$ cat src/rtl/melody_sequencer.sv
// Square-wave tone sequencer: walks a note list in a registered-read memory and
// drives one audio pin, with start/stop, loop, end marker and note/gap timing.
//
// state | meaning
// IDLE  | waiting for start, audio low
// FETCH | memory reading rom_addr
// LOAD  | note word captured, timers armed
// PLAY  | tone (or rest) for NOTE_TICKS-GAP_TICKS cycles
// GAP   | forced silence for GAP_TICKS cycles
// ADV   | step address or hit the last entry
// END   | wrap to start address (loop) or finish with done
module melody_sequencer #(
  parameter int          ADDR_W     = 8,
  parameter int          NOTE_W     = 8,
  parameter int          LAST_ADDR  = 255,
  parameter int unsigned NOTE_TICKS = 4194304,
  parameter int unsigned GAP_TICKS  = 262144
) (
  input  logic              CLK,
  input  logic              RST,
  input  logic              start,
  input  logic              stop,
  input  logic              loop_en,
  input  logic [ADDR_W-1:0] start_addr,
  output logic [ADDR_W-1:0] rom_addr,
  input  logic [NOTE_W-1:0] rom_data,
  output logic              busy,
  output logic              done,
  output logic              audio_out
);

  typedef enum logic [2:0] {
    S_IDLE, S_FETCH, S_LOAD, S_PLAY, S_GAP, S_ADV, S_END
  } state_t;

  localparam logic [31:0]       PLAY_LAST = 32'(NOTE_TICKS - GAP_TICKS - 1);
  localparam logic [31:0]       GAP_LAST  = (GAP_TICKS == 0) ? 32'd0 : 32'(GAP_TICKS - 1);
  localparam logic [ADDR_W-1:0] LAST_A    = ADDR_W'(LAST_ADDR);

  state_t            state_q, state_d;
  logic [ADDR_W-1:0] addr_q, addr_d;
  logic [ADDR_W-1:0] start_q, start_d;
  logic [5:0]        pitch_q, pitch_d;
  logic [31:0]       tick_q, tick_d;
  logic [8:0]        dcnt_q, dcnt_d;
  logic [7:0]        ocnt_q, ocnt_d;
  logic              audio_q, audio_d;
  logic              done_q, done_d;

  logic [5:0] pitch_src;
  logic [5:0] oct_full;
  logic [5:0] semi_full;
  logic [8:0] d_base;
  logic [7:0] o_base;
  logic       unused_rom_bits;

  assign unused_rom_bits = ^rom_data[NOTE_W-2:6];

  // In LOAD the dividers are armed straight from the memory word.
  always_comb begin
    pitch_src = (state_q == S_LOAD) ? rom_data[5:0] : pitch_q;
    oct_full  = pitch_src / 6'd12;
    semi_full = pitch_src % 6'd12;
    o_base    = 8'hFF >> oct_full;
    case (semi_full)
      6'd0:    d_base = 9'd511;
      6'd1:    d_base = 9'd482;
      6'd2:    d_base = 9'd455;
      6'd3:    d_base = 9'd430;
      6'd4:    d_base = 9'd405;
      6'd5:    d_base = 9'd383;
      6'd6:    d_base = 9'd361;
      6'd7:    d_base = 9'd341;
      6'd8:    d_base = 9'd322;
      6'd9:    d_base = 9'd303;
      6'd10:   d_base = 9'd286;
      default: d_base = 9'd270;
    endcase
  end

  always_ff @(posedge CLK) begin
    if (RST) begin
      state_q <= S_IDLE;
      addr_q  <= '0;
      start_q <= '0;
      pitch_q <= '0;
      tick_q  <= '0;
      dcnt_q  <= '0;
      ocnt_q  <= '0;
      audio_q <= 1'b0;
      done_q  <= 1'b0;
    end else begin
      state_q <= state_d;
      addr_q  <= addr_d;
      start_q <= start_d;
      pitch_q <= pitch_d;
      tick_q  <= tick_d;
      dcnt_q  <= dcnt_d;
      ocnt_q  <= ocnt_d;
      audio_q <= audio_d;
      done_q  <= done_d;
    end
  end

  always_comb begin
    state_d = state_q;
    addr_d  = addr_q;
    start_d = start_q;
    pitch_d = pitch_q;
    tick_d  = tick_q;
    dcnt_d  = dcnt_q;
    ocnt_d  = ocnt_q;
    audio_d = audio_q;
    done_d  = 1'b0;
    case (state_q)
      S_IDLE: begin
        audio_d = 1'b0;
        if (start && !stop) begin
          addr_d  = start_addr;
          start_d = start_addr;
          state_d = S_FETCH;
        end
      end
      S_FETCH: state_d = S_LOAD;
      S_LOAD: begin
        pitch_d = rom_data[5:0];
        if (rom_data[NOTE_W-1]) begin
          state_d = S_END;
        end else begin
          tick_d  = PLAY_LAST;
          dcnt_d  = d_base;
          ocnt_d  = o_base;
          audio_d = 1'b0;
          state_d = S_PLAY;
        end
      end
      S_PLAY: begin
        if (tick_q == 32'd0) begin
          audio_d = 1'b0;
          tick_d  = GAP_LAST;
          state_d = (GAP_TICKS == 0) ? S_ADV : S_GAP;
        end else begin
          tick_d = tick_q - 32'd1;
          // Cascade: O+1 passes of the D+1 divider per half-period.
          if (pitch_q != 6'd0) begin
            if (dcnt_q != 9'd0) begin
              dcnt_d = dcnt_q - 9'd1;
            end else begin
              dcnt_d = d_base;
              if (ocnt_q != 8'd0) begin
                ocnt_d = ocnt_q - 8'd1;
              end else begin
                ocnt_d  = o_base;
                audio_d = ~audio_q;
              end
            end
          end
        end
      end
      S_GAP: begin
        audio_d = 1'b0;
        if (tick_q == 32'd0) state_d = S_ADV;
        else                 tick_d  = tick_q - 32'd1;
      end
      S_ADV: begin
        audio_d = 1'b0;
        if (addr_q == LAST_A) begin
          state_d = S_END;
        end else begin
          addr_d  = addr_q + 1'b1;
          state_d = S_FETCH;
        end
      end
      S_END: begin
        audio_d = 1'b0;
        if (loop_en) begin
          addr_d  = start_q;
          state_d = S_FETCH;
        end else begin
          done_d  = 1'b1;
          state_d = S_IDLE;
        end
      end
      default: state_d = S_IDLE;
    endcase
    if (stop && state_q != S_IDLE) begin
      state_d = S_IDLE;
      audio_d = 1'b0;
      done_d  = 1'b0;
    end
  end

  always_comb begin
    busy      = (state_q != S_IDLE);
    rom_addr  = addr_q;
    audio_out = audio_q;
    done      = done_q;
  end

endmodule

$ cat config.mk
export PLATFORM = sky130hd
export DESIGN_NAME = melody_sequencer
export DESIGN_NICKNAME = d
export VERILOG_FILES = /design/src/rtl/melody_sequencer.sv
export SDC_FILE = /design/constraint.sdc
export NUM_CORES = 1
export LEC_CHECK = 0
export BUFFER_PORTS_ARGS = -buffer_cell sky130_fd_sc_hd__buf_2
export CAP_MARGIN = 10
export CORE_ASPECT_RATIO = 2
export CORE_MARGIN = 5
export CORE_UTILIZATION = 55
export CTS_BUF_LIST = sky130_fd_sc_hd__clkbuf_2
export DETAILED_ROUTE_END_ITERATION = 8
export PLACE_DENSITY = 0.76
export SLEW_MARGIN = 20
export SYNTH_ARGS = -nofsm -noshare
export SYNTH_HDL_FRONTEND = slang
export SYNTH_SLANG_ARGS = --single-unit
$ cat constraint.sdc
create_clock -name CLK -period 7.8 [get_ports CLK]
set_input_delay 1.17 -clock CLK [delete_from_list [all_inputs] [get_ports CLK]]
set_output_delay 1.17 -clock CLK [all_outputs]
set_load 0.01 [all_outputs]
## Word level (Yosys, flattened, before mapping)

Memories as Yosys holds them, arrays and structs flattened.
Index checks and enable logic that the tools add are counted.

- Add/subtract/negate cells: 4
- Div/mod/pow operators: 2
- Eq/ne operators: 20
- Shift operators: 1
- Mux-type cells: 35
- Bitwise gates (word level): 2
- Reductions and logical operators: 24

Operators with widths:

| kind | count |
|---|---|
| 2-to-1 mux 32 bit | 3 |
| case mux 32 bit (3 select lines) | 1 |
| 2-to-1 mux 8 bit | 8 |
| 2-to-1 mux 9 bit | 5 |
| zero test 32 bit | 1 |
| subtractor 32 x 1 -> 32 bit, second input constant | 1 |
| case mux 8 bit (3 select lines) | 1 |
| case mux 3 bit (7 select lines) | 1 |
| inequality test 2 bit, second input constant | 10 |
| case mux 9 bit (2 select lines) | 1 |
| case mux 8 bit (2 select lines) | 1 |
| 2-to-1 mux 3 bit | 5 |
| nonzero test 3 bit | 4 |
| AND reduction 5 bit | 2 |
| == test 3 bit, second input constant | 3 |
| inequality test 3 bit, second input constant | 3 |
| nonzero test 9 bit | 1 |
| subtractor 9 x 1 -> 9 bit, second input constant | 1 |
| adder 8 x 1 -> 8 bit, second input constant | 1 |
| == test 8 bit, second input constant | 1 |
| AND reduction 4 bit | 2 |
| nonzero test 8 bit | 1 |
| right shift 8 x 6 -> 8 bit, first input constant | 1 |
| subtractor 8 x 1 -> 8 bit, second input constant | 1 |
| 19 further kinds | 29 |

- Flip-flop bits (word level): 76
- Memory bits (read-only): 128
- Input port bits: 21
- Output and inout bits: 11
- Logic and storage cells: 98
- Memories kept: 1

Memory list:

| name | words | width | rd ports | clocked after memory_dff | wr ports | line | text |
|---|---|---|---|---|---|---|---|
| (no name shown) | 16 | 8 | 1 | 0 | 0 | 65 | `case (semi_full)` |

## Longest topological paths before layout

- Depth after elaboration: 9
- Gate-level depth with buffers: 19
- Gate-level depth less buffers: 16

## Worst setup path after synthesis

OpenSTA, ideal clock, no wires.

- Kind: input port to flip-flop
- Start point: input rom_data[5]
- End point: register dcnt_q[6]
- Library setup time: 0.086 ns
- Data arrival time: 3.984 ns
- Required time: 7.714 ns
- Slack: 3.730 ns
- Stages: 15
- Buffers on the path: 1
- Cells stage by stage: nor4bb_1 > a21o_1 > ha_1 > inv_1 > and4_1 > o31ai_1 > nand2_1 > ha_1 > inv_1 > o211a_1 > or3_1 > clkbuf_1 > and2_1 > o32a_1 > a211oi_1

- Cells in the longest elaborated chain, start to end: 8
- Elaborated cells between the ends (all ways): 10
- Classes of those cells: div (1); mux (7); reduce/logical (1); memory (1)

Ends and longest elaborated chain:

| element | line | text |
|---|---|---|
| from (decl) | 26 | `input logic [NOTE_W-1:0] rom_data,` |
| 2-to-1 mux 6 bit (*) | n/a |  |
| modulo 6 x 4 -> 6 bit (*) | 63 | `semi_full = pitch_src % 6'd12;` |
| memory (16 x 8 bit) / zero test 2 bit (equally long branches) | n/a |  |
| 2-to-1 mux 9 bit (*) | 65 |  |
| 2-to-1 mux 9 bit | 146 | `if (dcnt_q != 9'd0) begin` |
| 2-to-1 mux 9 bit | 145 | `if (pitch_q != 6'd0) begin` |
| 2-to-1 mux 9 bit | 138 | `if (tick_q == 32'd0) begin` |
| case mux 9 bit (2 select lines) (*) | 115 | `case (state_q)` |
| to (signal assigned) | 98 | `dcnt_q <= dcnt_d;` |
| to (decl) | 45 | `logic [8:0] dcnt_q, dcnt_d;` |

Mark *: on every way between the ends. The rest lies on a longest branch, timed or not. The select of a mux whose other input is x is not followed.
A chain may end at the register's enable or synchronous reset.

## Worst setup path after layout

- Start point: register state_q[2]
- End point: register dcnt_q[6]

- Cells in the longest elaborated chain, start to end: 9
- Elaborated cells between the ends (all ways): 17
- Classes of those cells: div (1); eq/ne (5); mux (7); reduce/logical (3); memory (1)

Ends and longest elaborated chain:

| element | line | text |
|---|---|---|
| from (decl) | 40 | `state_t state_q, state_d;` |
| from (signal assigned) | 93 | `state_q <= state_d;` |
| == test 3 x 2 -> 1 bit | 61, 115 |  |
| 2-to-1 mux 6 bit | n/a |  |
| modulo 6 x 4 -> 6 bit | 63 |  |
| memory (16 x 8 bit) / zero test 2 bit (equally long branches) | n/a |  |
| 2-to-1 mux 9 bit | 65 |  |
| 2-to-1 mux 9 bit | 146 |  |
| 2-to-1 mux 9 bit | 145 |  |
| 2-to-1 mux 9 bit | 138 |  |
| case mux 9 bit (2 select lines) | 115 |  |

Several ways; a longest one is shown, not always the timed one. The select of a mux whose other input is x is not followed.

==> flow_summary.yaml <==
sta:
  finClkSkew_ns: 0.0219
  hold_viol: 0
  setup-violations-final: 0
  period_share_pct: 64.3
  maxSlewViolCount: 0
  rsz0062_at_grt: "no"
  tns_ns: 0
  worstMarginPinSlew_ns: 0.908
  min_period_ns: 5.02
  fmax_mhz: 199
  slew_headroom_pct: 39.1
synth:
  netlist_area_um2: 4930
  synth_compound_area_share_pct: 27.3
  synth_nets: 670
  synthAdderAreaFrac_pct: 3.30
  synthFlopType: "dfxtp_1"
  synth.top_cell.area_share_pct: 30.9
  synth_edf_count: 0
  synth_top_family_by_area: "compound AO/OA/AOI/OAI gates"
  synthDistinctLibCells: 74
  synthMuxAreaShare_pct: 3.65
  ys_async_sr_fraction_pct: 0
  synth-xor-area-share_pct: 3.91
  yosys.area_share.simple_pct: 26.7
  ys_seq_area_share_pct: 30.9
  yosys.area.top_type: "dfxtp_1"
  syn_avg_cell_area_um2: 7.75
  synth-seq-cells: 76
  syn_inst: 636
  yosys-top-cells-area: "dfxtp_1 (31%), nor2_1 (6.0%), a21oi_1 (5.7%)"
  yosysWarnings: 0
cts:
  cts_tree: "done"
  root_buffer: "clkbuf_2"
  ctsHoldBuffers: 0
  cts_setup_buffers: 0
  numCtsBuffers: 9
  clockBufferDepth: 2
  clk_pin_slew_worst_paths_ns: 0.20
  cts_resized: 0
  htreeDepth: 3
  clk_latency_ns: 0.55
  cts_sinks: 76
drt:
  vias: 4936
  vias_per_cell: 6.51
  drtIter0Drc: 338
  wl_per_cell_um: 17.4
  post-route-drc-count: 0
  drtPass1Iterations: 5
  wirelength_um: 13200
  postRouteAntennaNets: 0
placement:
  place_hpwl_um: 9480
  numPlacedInstances: 741
  dpl_cell_area_um2: 5110
  gp_congestion: 0.928
  port_buffers: 30
pwr:
  power_density_nw_per_um2: 403
  clkPwrFrac_pct: 8.7
  p_switching_uw: 1070
  p_sw_share_pct: 51.3
  p_comb_share_pct: 63.1
  p_leak_uw: 0.00207
  intPower_uw: 1020
  peakVddDrop_mv: 0.211
  finalPower_uw: 2090
  pwr-share-seq_pct: 28.2
grt:
  grt_usage_pct: 23.6
  grt_pass1_wl_um: 21600
  grt-ovfl-total: 0
  first_global_vias: 4821
  grt_antenna_before_repair: 1
  grt_max_degree: 59
finish:
  fin_cells: 758
  fill_cells: 854
  layout.nets: 684
  multi_input_area_um2: 3200
  layout-drive-gt1-share_pct: 10.1
  synthToLayoutAreaGrowth_pct: 5.25
  fin_area_um2: 5190
  regArea_um2: 1520
floorplan:
  start_util_pct: 55.5
  die_area_um2: 11100
  ios: 32
  num_rows: 49
  die_y_um: 144
  fp.dieW_um: 77.0
  coreArea_um2: 8890
setup_path:
  crit_path_start_kind: "flop"
  worst-endpoint-arrival_ns: 5.50
  endpoint_kind: "flop"
  crit_fanout: 24
  critical_path_class: "flop to flop"
  reg2reg_depth: 15
  critPathRequiredTime_ns: 8.28
job:
  cap_violations: 0
worst_hold_path:
  whs_path_depth: 2
  hp-class: "flop to flop"
status:
  status: "finished, final reports clean"
-- logic make-up (layout without fill, tap and decap cells) --
kind of cell | after synthesis | count (layout)
AO/OA/AOI/OAI | 197 | 197
XOR/XNOR | 22 | 22
adder cells (fa/ha/maj) | 13 | 13
buffers and inverters | 51 | 70
flip-flops | 76 | 76
multiplexers | 18 | 18
other | 0 | 1
AND/OR/NAND/NOR | 259 | 259
-- power groups by stage --
stage / Clock [uW] / Combinational, uW / Sequential [uW]
global route: 206 / 1460 / 602
floorplan: 0 / 1050 / 570
detailed placement: 0 / 1300 / 593
global placement: 0 / 1270 / 588
finish: 182 / 1320 / 588
CTS: 188 / 1310 / 584
-- cell usage in the layout (no fill, tap or decap), types with 18 or more instances in the layout --
cell	Yosys	layout
buf_2	6	30
inv_1	18	18
nor4_1	18	18
nor3_1	31	30
nand2_1	40	40
nor2_1	79	79
dfxtp_1	76	76
o21ai_0	36	35
a21oi_1	56	56
mux2i_1	18	18
nand3_1	23	23
-- cells in the mapped netlist, drive strengths merged, types with 5 or more instances --
library cell   n
clkbuf        23
and2           7
nand2b         9
o21ai         38
o31ai          5
nand3         23
a21boi         8
dfxtp         76
a211oi         9
nor3          32
a221o          6
nor2b         12
nand2         40
inv           18
a31oi         11
a311oi         5
ha            13
a221oi         5
or3            9
nand4          5
nor2          79
mux2i         18
o21a           6
xor2           9
a21oi         57
a22o           9
nor4          18
xnor2         13
buf            9
-- flip-flops by register name, summed over array words and instances (netlist names) --
register	flops
audio_out	1
ocnt_q	8
dcnt_q	9
tick_q	32
rom_addr	8
start_q	8
state_q	3
done	1
pitch_q	6
-- routing by layer --
metal / GRT usage [%] / part of all wire, %
met4: 16.1 / 4.6
met1: 22.8 / 37
met3: 3.95 / 3.8
met2: 44.6 / 54
met5: 0 / 0
-- layout make-up --
| cell class | instances | share of cell area [%] |
|---|---|---|
| Antenna cell | 1 | 0.0482 |
| Clock inverter | 3 | 0.265 |
| Multi-Input combinational cell | 509 | 61.7 |
| Tap cell | 102 | 2.46 |
| Clock buffer | 13 | 1.25 |
| Inverter | 19 | 1.37 |
| Sequential cell | 76 | 29.3 |
| Timing Repair Buffer | 35 | 3.62 |
-- path summary, 6_finish.rpt --
| check | startpoint | end | slack, ns |
|---|---|---|---|
| max | state_q[2] | dcnt_q[6] | 2.78 |
| min | ocnt_q[5] | ocnt_q[5] | 0.51 |
| max reg2reg | state_q[2] | dcnt_q[6] | 2.78 |
| min reg2reg | ocnt_q[5] | ocnt_q[5] | 0.51 |
-- critical path: stages, from the launching register on --
cell and delay [ns]:
dfxtp_1 0.59, or3b_1 0.70, nand2_1 0.19, a21boi_0 0.32, inv_1 0.08, ha_1 0.36, inv_1 0.10, and4_1 0.18
o31ai_1 0.52, nand2_1 0.10, ha_1 0.28, a21oi_1 0.36, o211ai_1 0.30, and2_1 0.30, o32a_1 0.34, a211oi_1 0.22
-- metrics by stage --
stage / util (%) / hold WS (ns) / setup WS [ns]
finish: 58.4 / 0.508 / 2.78
floorplan: - / 0.445 / 3.73
CTS: 58.4 / 0.505 / 2.82
global placement: 57.5 / 0.454 / 3.07
detailed placement: 57.5 / 0.483 / 2.86
global route: 58.4 / 0.532 / 2.31
Note: power is estimated with default switching activity, not from simulation.
